[config.mk]
export PLATFORM = sky130hd
export DESIGN_NAME = clk_period_meter
export DESIGN_NICKNAME = d
export VERILOG_FILES = /design/src/rtl/clk_meas_pkg.sv /design/src/rtl/sync_edge_det.sv /design/src/rtl/clk_period_meter.sv
export SDC_FILE = /design/constraint.sdc
export NUM_CORES = 1
export LEC_CHECK = 0
export CELL_PAD_IN_SITES_DETAIL_PLACEMENT = 2
export CELL_PAD_IN_SITES_GLOBAL_PLACEMENT = 2
export CORE_UTILIZATION = 32
export DETAILED_ROUTE_END_ITERATION = 10
export GPL_ROUTABILITY_DRIVEN = 0
export PLACE_DENSITY_LB_ADDON = 0.3
export SLEW_MARGIN = 40
export SYNTH_ARGS = -nofsm -noshare
export SYNTH_HDL_FRONTEND = slang
export SYNTH_HIERARCHICAL = 1
export SYNTH_SLANG_ARGS = --single-unit
[constraint.sdc]
create_clock -name clk_in -period 2.52 [get_ports clk_in]
set_input_delay 0.504 -clock clk_in [delete_from_list [all_inputs] [get_ports clk_in]]
set_output_delay 0.504 -clock clk_in [all_outputs]
set_load 0.05 [all_outputs]
[src/rtl/clk_meas_pkg.sv]
// Shared definitions for the clock period meter: FSM state encoding and
// default sizing used by clk_period_meter and its bench.
package clk_meas_pkg;

    typedef enum logic [1:0] {
        ST_IDLE = 2'd0,
        ST_ARM  = 2'd1,
        ST_MEAS = 2'd2,
        ST_DONE = 2'd3
    } meas_state_e;

    localparam int unsigned CNT_W_DEF       = 32;
    localparam int unsigned TIMEOUT_DEF     = 10_000_000;
    localparam int unsigned SYNC_STAGES_DEF = 2;

    // Width of a counter that must reach max_val - 1 (at least one bit).
    function automatic int unsigned tmo_width(input int unsigned max_val);
        return (max_val > 1) ? $clog2(max_val) : 1;
    endfunction

endpackage

[src/rtl/sync_edge_det.sv]
// Multi-flop synchronizer for an asynchronous input followed by a one-cycle
// rise/fall detector on the synchronized level.
module sync_edge_det #(
    parameter int unsigned STAGES = 2
) (
    input  logic clk_in,
    input  logic rst_n,
    input  logic async_i,
    output logic rise_o,
    output logic fall_o
);

    logic [STAGES-1:0] sync_q;
    logic              last_q;

    // NOTE: flops take non-blocking assignments so every register samples the
    // pre-edge value of its neighbour, which is what makes the shift chain work.
    always_ff @(posedge clk_in or negedge rst_n) begin
        if (!rst_n) begin
            sync_q <= '0;
            last_q <= 1'b0;
        end else begin
            sync_q <= {sync_q[STAGES-2:0], async_i};
            last_q <= sync_q[STAGES-1];
        end
    end

    // Edges are flagged in the cycle the new level leaves the synchronizer.
    assign rise_o = sync_q[STAGES-1] & ~last_q;
    assign fall_o = ~sync_q[STAGES-1] & last_q;

endmodule

[src/rtl/clk_period_meter.sv]
// Measures period and high time of an asynchronous slow clock in clk_in
// cycles, returning the result through a valid/ready handshake.
module clk_period_meter
    import clk_meas_pkg::*;
#(
    parameter int unsigned CNT_W       = CNT_W_DEF,
    parameter int unsigned TIMEOUT     = TIMEOUT_DEF,
    parameter int unsigned SYNC_STAGES = SYNC_STAGES_DEF
) (
    input  logic             clk_in,
    input  logic             rst_n,
    input  logic             sig_in,
    input  logic             start,
    output logic             busy,
    output logic             meas_valid,
    input  logic             meas_ready,
    output logic [CNT_W-1:0] period_cnt,
    output logic [CNT_W-1:0] high_cnt,
    output logic             timeout
);

    localparam int unsigned      TMO_W    = tmo_width(TIMEOUT);
    localparam logic [TMO_W-1:0] TMO_LAST = TMO_W'(TIMEOUT - 1);
    localparam logic [CNT_W-1:0] CNT_MAX  = '1;
    localparam logic [CNT_W-1:0] CNT_ONE  = CNT_W'(1);

    meas_state_e      state_q, state_d;
    logic [CNT_W-1:0] cnt_q, cnt_d;
    logic [TMO_W-1:0] tmo_q, tmo_d;
    logic [CNT_W-1:0] high_acc_q, high_acc_d;
    logic             high_seen_q, high_seen_d;
    logic [CNT_W-1:0] period_q, period_d;
    logic [CNT_W-1:0] high_q, high_d;
    logic             timeout_q, timeout_d;

    logic             sig_rise;
    logic             sig_fall;
    logic             tmo_hit;
    logic [CNT_W-1:0] cnt_inc;

    sync_edge_det #(
        .STAGES (SYNC_STAGES)
    ) u_sync (
        .clk_in  (clk_in),
        .rst_n   (rst_n),
        .async_i (sig_in),
        .rise_o  (sig_rise),
        .fall_o  (sig_fall)
    );

    assign tmo_hit = (tmo_q == TMO_LAST);
    assign cnt_inc = (cnt_q == CNT_MAX) ? cnt_q : cnt_q + CNT_ONE;

    // NOTE: every _d gets its hold value first so no path through the case
    // leaves a signal unassigned, which would otherwise infer a latch.
    always_comb begin
        state_d     = state_q;
        cnt_d       = cnt_q;
        tmo_d       = tmo_q;
        high_acc_d  = high_acc_q;
        high_seen_d = high_seen_q;
        period_d    = period_q;
        high_d      = high_q;
        timeout_d   = timeout_q;

        case (state_q)
            ST_IDLE: begin
                if (start) begin
                    state_d     = ST_ARM;
                    cnt_d       = '0;
                    tmo_d       = '0;
                    high_acc_d  = '0;
                    high_seen_d = 1'b0;
                end
            end

            ST_ARM: begin
                tmo_d = tmo_q + TMO_W'(1);
                if (tmo_hit) begin
                    state_d   = ST_DONE;
                    timeout_d = 1'b1;
                    period_d  = '0;
                    high_d    = '0;
                end else if (sig_rise) begin
                    state_d = ST_MEAS;
                    cnt_d   = CNT_ONE;
                end
            end

            ST_MEAS: begin
                tmo_d = tmo_q + TMO_W'(1);
                cnt_d = cnt_inc;
                if (sig_fall && !high_seen_q) begin
                    high_acc_d  = cnt_q;
                    high_seen_d = 1'b1;
                end
                // Timeout outranks a rise landing in the same cycle.
                if (tmo_hit) begin
                    state_d   = ST_DONE;
                    timeout_d = 1'b1;
                    period_d  = '0;
                    high_d    = '0;
                end else if (sig_rise) begin
                    state_d   = ST_DONE;
                    timeout_d = 1'b0;
                    period_d  = cnt_q;
                    high_d    = high_acc_q;
                end
            end

            ST_DONE: begin
                if (meas_ready) begin
                    state_d = ST_IDLE;
                end
            end

            default: begin
                state_d = ST_IDLE;
            end
        endcase
    end

    always_ff @(posedge clk_in or negedge rst_n) begin
        if (!rst_n) begin
            state_q     <= ST_IDLE;
            cnt_q       <= '0;
            tmo_q       <= '0;
            high_acc_q  <= '0;
            high_seen_q <= 1'b0;
            period_q    <= '0;
            high_q      <= '0;
            timeout_q   <= 1'b0;
        end else begin
            state_q     <= state_d;
            cnt_q       <= cnt_d;
            tmo_q       <= tmo_d;
            high_acc_q  <= high_acc_d;
            high_seen_q <= high_seen_d;
            period_q    <= period_d;
            high_q      <= high_d;
            timeout_q   <= timeout_d;
        end
    end

    assign busy       = (state_q != ST_IDLE);
    assign meas_valid = (state_q == ST_DONE);
    assign period_cnt = period_q;
    assign high_cnt   = high_q;
    assign timeout    = timeout_q;

endmodule
==> results of run 1 <==
==> critical path, delay by kind of cell, from the launching register on <==
kind            cells  cell delay [ps]
simple gates        4              720
compound gates      2              640
flops               1              410
fa+ha+maj           1              270
buf+inv             1              220
==> Yosys cell counts (4+ instances only) <==
library cell	count
a21oi_1	8
a22o_1	25
a31oi_1	12
and3_1	8
and4_1	4
buf_6	7
clkbuf_1	49
dfrtp_1	159
ha_1	7
inv_1	8
nand2_1	174
nand2b_1	7
nand3_1	34
nand4_1	11
nor2_1	46
nor2b_1	8
nor4_1	4
o21ai_0	99
o21ai_1	6
o31ai_1	19
o41ai_1	6
or3_1	4
xnor2_1	10
xor2_1	9
==> routing by layer <==
layer / up-vias / GRT usage
li1: 2775 / -
met3: 21 / 0.0338
met5: - / 0
met4: 0 / 0.0609
met2: 83 / 0.340
met1: 3029 / 0.247
==> what timing repair did <==
action / in CTS / in global routing
resized for setup: 2 / 5
cloned: 0 / 0
endpoints found under the hold margin: 0 / 0
hold buffers: 0 / 0
endpoints found under the setup margin: 7 / 24
==> path summary, 6_finish.rpt <==
check | from | endpoint | slack (ps) | depth (start not counted)
setup / recovery | tmo_q[0]$_DFFE_PN0P_ | cnt_q[11]$_DFFE_PN0P_ | 160 | 8
hold / removal | rst_n | high_cnt[27]$_DFFE_PN0P_ | 30 | 1
setup reg to reg | tmo_q[0]$_DFFE_PN0P_ | cnt_q[11]$_DFFE_PN0P_ | 160 | 8
hold reg to reg | u_sync/sync_q[0]$_DFF_PN0_ | u_sync/sync_q[1]$_DFF_PN0_ | 360 | 0
max in group asynchronous | rst_n | period_cnt[11]$_DFFE_PN0P_ | 1770 | 2
min in group clk_in | u_sync/sync_q[0]$_DFF_PN0_ | u_sync/sync_q[1]$_DFF_PN0_ | 360 | 0
==> cell families after synthesis <==
logic type | Yosys count | share of synthesized area
AO/OA/AOI/OAI | 185 | 0.160
buffers and inverters | 67 | 0.0425
multiplexers | 1 | 0.00140
adder cells (fa/ha/maj) | 7 | 0.0122
flip-flops | 159 | 0.556
XOR/XNOR | 19 | 0.0233
AND/OR/NAND/NOR | 321 | 0.205
==> metrics by stage <==
stage	power (mW)	hold slack (ps)	worst slack (ps)	utilization	cells
floorplan	3.84	208	159	-	759
global placement	4.48	336	-8.60	0.382	1095
detailed placement	4.58	347	-107	0.382	1095
CTS	7.34	42.3	1.58	0.410	1127
global route	7.62	56.5	0.905	0.411	1127
finish	7.25	25.9	157	0.411	1127
==> layout by cell type (no fill, tap or decap), types with 6 or more instances in the layout <==
cell,Yosys,routed
buf_12,0,6
xnor2_1,10,10
nor2b_1,8,7
inv_1,8,8
a21oi_1,8,8
clkdlybuf4s50_1,0,68
o21ai_1,6,7
o31ai_1,19,18
o21ai_0,99,98
nor2_1,46,44
buf_4,0,40
nand4_1,11,11
nand2b_1,7,7
clkbuf_16,0,17
nand2_1,174,174
a22o_1,25,25
ha_1,7,6
dfrtp_1,159,159
xor2_1,9,9
and3_1,8,8
a31oi_1,12,12
nand3_1,34,34
==> power groups by stage <==
| stage | sequential [mW] | clock, mW | combinational (mW) |
|---|---|---|---|
| after floorplan | 2.75 | 0 | 1.09 |
| after global placement | 2.72 | 0 | 1.76 |
| after detailed placement | 2.73 | 0 | 1.85 |
| after CTS | 2.68 | 2.75 | 1.91 |
| after global routing | 2.69 | 2.84 | 2.09 |
| final | 2.68 | 2.69 | 1.87 |
==> registers in the layout (all words and copies together), names as in the netlist <==
name and count:
tmo_q 24, high_cnt 32, u_sync/sync_q 2, u_sync/last_q 1, timeout 1, high_seen_q 1
high_acc_q 32, state_q 2, cnt_q 32, period_cnt 32
==> final cells by class <==
type / instances / area, µm² / share of cell area
repair buffers: 115 / 1110 / 0.124
multi-input cells: 533 / 2930 / 0.325
flip-flops and latches: 159 / 3980 / 0.442
inverters: 8 / 30.0 / 0.00334
clock buffers: 19 / 443 / 0.0492
well taps: 280 / 350 / 0.0389
clock inverters: 13 / 160 / 0.0178
==> out/summary.txt, run 1 <==
vias per cell = 5.24
run status = finished clean
Post-Synthesis Cell Area = 7150 µm²
RSZ-0062 raised after global routing = no
worst-margin pin slew = 597 ps
highest metal used = met4
vias in the first global route = 6668
drt wl/cell = 18.4 µm
1st-pass router iterations = 4
MaxCap Viol Count = 0
Finished Cell Area = 9000 µm²
warning count from the yosys run = 6
largest net degree at the start of global routing = 69
Final setup viols = 0
clock sink count = 159
setup TNS = 0 ps
Distinct cells, synth = 47
Switching Fraction = 0.344
met2 wire length = 10400 µm
VDD IR-drop max = 541 µV
Static Leakage = 3.81 nW
Post-Syn Instances = 759
Yosys top cell by area = dfrtp_1
Crit Path Class = flop to flop
Critical Path Max Stage Delay = 410 ps
synth-to-layout area growth = 25.8%
post-synth top area share = 0.556
GRT Overall Usage = 0.196
postcts setup bufs = 0
clock tree from TritonCTS = done
pwr/cell area = 805 nW/µm²
Clock power frac = 0.371
placed cell areas = 8370 µm²
Worst-path clk slew = 60 ps
clock skew = 9.24 ps
Net Count, Synth = 771
share of post-route cells with drive strength above 1 = 0.109
Startpoint Class = flop
fraction of power consumed by sequential logic = 0.370
commonest register cell after synthesis = dfrtp_1
sequential area share after synthesis = 0.556
internal power = 4.76 mW
drt total wl = 20700 µm
Clk Latency, worst-skew pair = 430 ps
Initial Utilization = 0.327
synthesized flop and latch total = 159
endpoints failing hold = 0
final critical-path share of the clock period = 0.938
initial antenna violation count = 0
CP required = 2850 ps
CTS Root Cell = clkbuf_16
ordered cell list for the critical path = ha_1 > nand4_1 > nor4_1 > and4_1 > a211o_4 > or2_1 > buf_4 > o31ai_1
combinational power share = 0.259
Critical Path AT = 2690 ps
# fillers = 2338
Slowest cell on crit path = dfrtp_1
Post-synth ARST share = 1.00
die width = 152 µm
site row count = 54
Core ar. = 21900 µm²
number of buffers created by CTS = 17
gr ovfl total = 0
Slew HR = 0.600
Met3 Routed Length = 518 µm
P_sw = 2.49 mW
first-pass GRT wire length = 35200 µm
die area = 23000 µm²
number of flops mapped to enable cells by yosys = 0
Hold Path Class = primary input to asynchronous set/reset pin
Vias = 5908
critical-path maximum fanout = 14
Avg Cell Area, Syn = 9.43 µm²
Met1 Wirelength = 9480 µm
Max Freq = 423 MHz
nets = 846
Die Y = 152 µm
DPL Wire Length = 13700 µm
DRC violation count after routing = 0
Final min period = 2360 ps
Initial DRC Count = 261
Worst Setup End Kind = flop
# diodes = 0
top cells by area, synth = dfrtp_1 56%, nand2_1 9.1%, o21ai_0 6.9%
ANT nets after route = 0
final number of max-transition violations = 0
CTS H-tree depth = 4
Max Root-Sink Buffers = 2
Port Buffer Count = 71
IO Count = 72
Note: power is estimated with default switching activity, not from simulation.
==> run 2, diff against run 1 <==
GPL_TIMING_DRIVEN = 0   (was unset)
==> out/summary.txt, run 2 (synthesis results as in run 1) <==
run status = finished clean
# fillers = 2350 (+0.51%)
clock skew = 12.1 ps (+2.89 ps)
MaxCap Viol Count = 0 (unchanged)
VDD IR-drop max = 427 µV (-21%)
final critical-path share of the clock period = 0.995 (+0.0569)
Final min period = 2510 ps (+143 ps)
Finished Cell Area = 9270 µm² (+2.9%)
nets = 878 (+3.8%)
first-pass GRT wire length = 37300 µm (+6.0%)
setup TNS = 0 ps (unchanged)
clock sink count = 159 (unchanged)
most common cell after layout, fill and taps aside = nand2_1
share of post-route cells with drive strength above 1 = 0.130 (+0.0211)
Crit Path Class = flop to flop
Worst R2R End = cnt_q[27]$_DFFE_PN0P_
Hold Path Class = flop to flop
Final Total Pwr = 7.35 mW (+1.4%)
Max Freq = 399 MHz (-5.7%)
Worst Setup End Kind = flop
GRT Overall Usage = 0.213 (+0.0172)
Hold Crit Endpoint = u_sync/sync_q[1]$_DFF_PN0_
FF+latch area = 3980 µm² (unchanged)
pwr/cell area = 793 nW/µm² (-1.5%)
Initial Utilization = 0.327 (unchanged)
Initial DRC Count = 321 (+23%)
die width = 152 µm (unchanged)
post-layout util = 0.423 (+0.0121)
multi-input logic area = 3100 µm² (+5.7%)
Critical Path AT = 2810 ps (+120 ps)
largest net degree at the start of global routing = 72 (+4.3%)
IO Count = 72 (unchanged)
vias in the first global route = 6739 (+1.1%)
Slew HR = 0.457 (-0.143)
site row count = 54 (unchanged)
placed cell areas = 8280 µm² (-0.99%)
worst hold path cell count = 0
critical-path maximum fanout = 8 (-6)
initial antenna violation count = 0 (unchanged)
DPL Wire Length = 15900 µm (+16%)
worst-margin pin slew = 808 ps (+211 ps)
# diodes = 0 (unchanged)
CTS H-tree depth = 4 (unchanged)
final number of max-transition violations = 0 (unchanged)
number of buffers created by CTS = 17 (unchanged)
vias per cell = 5.30 (+1.2%)
Static Leakage = 3.87 nW (+1.5%)
FF-to-FF path depth = 7 (-1)
R2R Setup Slk = 10 ps (-140 ps)
worst r2r src = cnt_q[2]$_DFFE_PN0P_
DRC violation count after routing = 0 (unchanged)
clock tree from TritonCTS = done
Worst-path clk slew = 70 ps (about the same)
CP required = 2830 ps (-20 ps)
Final setup viols = 0 (unchanged)
Max Root-Sink Buffers = 2 (unchanged)
Clk Latency, worst-skew pair = 440 ps (about the same)
Die Y = 152 µm (unchanged)
Vias = 6148 (+4.1%)
endpoints failing hold = 0 (unchanged)
Core ar. = 21900 µm² (unchanged)
1st-pass router iterations = 4 (unchanged)
drt wl/cell = 20.0 µm (+8.7%)
synth-to-layout area growth = 29.5%
Port Buffer Count = 71 (unchanged)
gr ovfl total = 0 (unchanged)
die area = 23000 µm² (unchanged)
HP Start = u_sync/sync_q[0]$_DFF_PN0_
Startpoint Class = flop
ANT nets after route = 0 (unchanged)
commonest non-fill, non-tap cells in the layout = 174 x nand2_1, 159 x dfrtp_1, 94 x o21ai_0
RSZ-0062 raised after global routing = yes
CTS Root Cell = clkbuf_16
drt total wl = 23200 µm (+12%)
-- run 2: report_power, final --
part / internal (mW) / total [mW] / switching (mW)
clock: 1.40 / 2.55 / 1.15
combinational: 0.587 / 2.11 / 1.52
sequential: 2.62 / 2.70 / 0.0764
total: 4.61 / 7.35 / 2.74
-- run 2: cell type report --
cell class,instances,share of cell area
plain buffers,52,0.0316
flip-flops and latches,159,0.429
multi-input cells,533,0.334
clock buffers,18,0.0474
inverters,8,0.00324
clock inverters,14,0.0142
repair buffers,95,0.102
well taps,280,0.0378
-- run 2: worst max path at each step --
stage,start,endpoint,depth (start not counted)
after floorplan,cnt_q[17]$_DFFE_PN0P_,cnt_q[11]$_DFFE_PN0P_,11
after global placement,rst_n,high_cnt[11]$_DFFE_PN0P_,1
after detailed placement,tmo_q[0]$_DFFE_PN0P_,period_cnt[12]$_DFFE_PN0P_,11
after CTS,tmo_q[4]$_DFFE_PN0P_,period_cnt[16]$_DFFE_PN0P_,9
after global routing,cnt_q[4]$_DFFE_PN0P_,cnt_q[31]$_DFFE_PN0P_,7
final,cnt_q[2]$_DFFE_PN0P_,cnt_q[27]$_DFFE_PN0P_,7
-- run 2: through the flow --
step | setup WS [ps] | hold WS, ps | std cells
global placement | -5500 | 335 | 1110
detailed placement | -1110 | 338 | 1112
global route | -106 | 370 | 1159
floorplan | 159 | 208 | 759
CTS | -9.64 | 364 | 1146
finish | 13.3 | 356 | 1159
-- run 2: routing by layer --
layer / GRT usage / routed length (µm) / up-vias
met1: 0.266 / 10300 / 3160
met5: 0 / 0 / -
li1: - / - / 2852
met4: 0.0797 / 473 / 0
met2: 0.371 / 11800 / 99
met3: 0.0308 / 550 / 37
-- run 2: critical path, stage by stage (launching register included) --
cell      delay (ps)
dfrtp_1          510
and3_1           200
clkbuf_1         260
nand3_1          220
nor3_1           680
a31oi_1          170
o21ai_0          230
o31ai_2          110
-- run 2: repair_timing --
item	4_1_cts	5_1_grt
hold buffers	1	0
hold endpoints to repair	29	0
cloned	0	2
gates resized for setup	41	38
buffers inserted	5	14
endpoints found under the setup margin	136	127
pin swaps	4	4
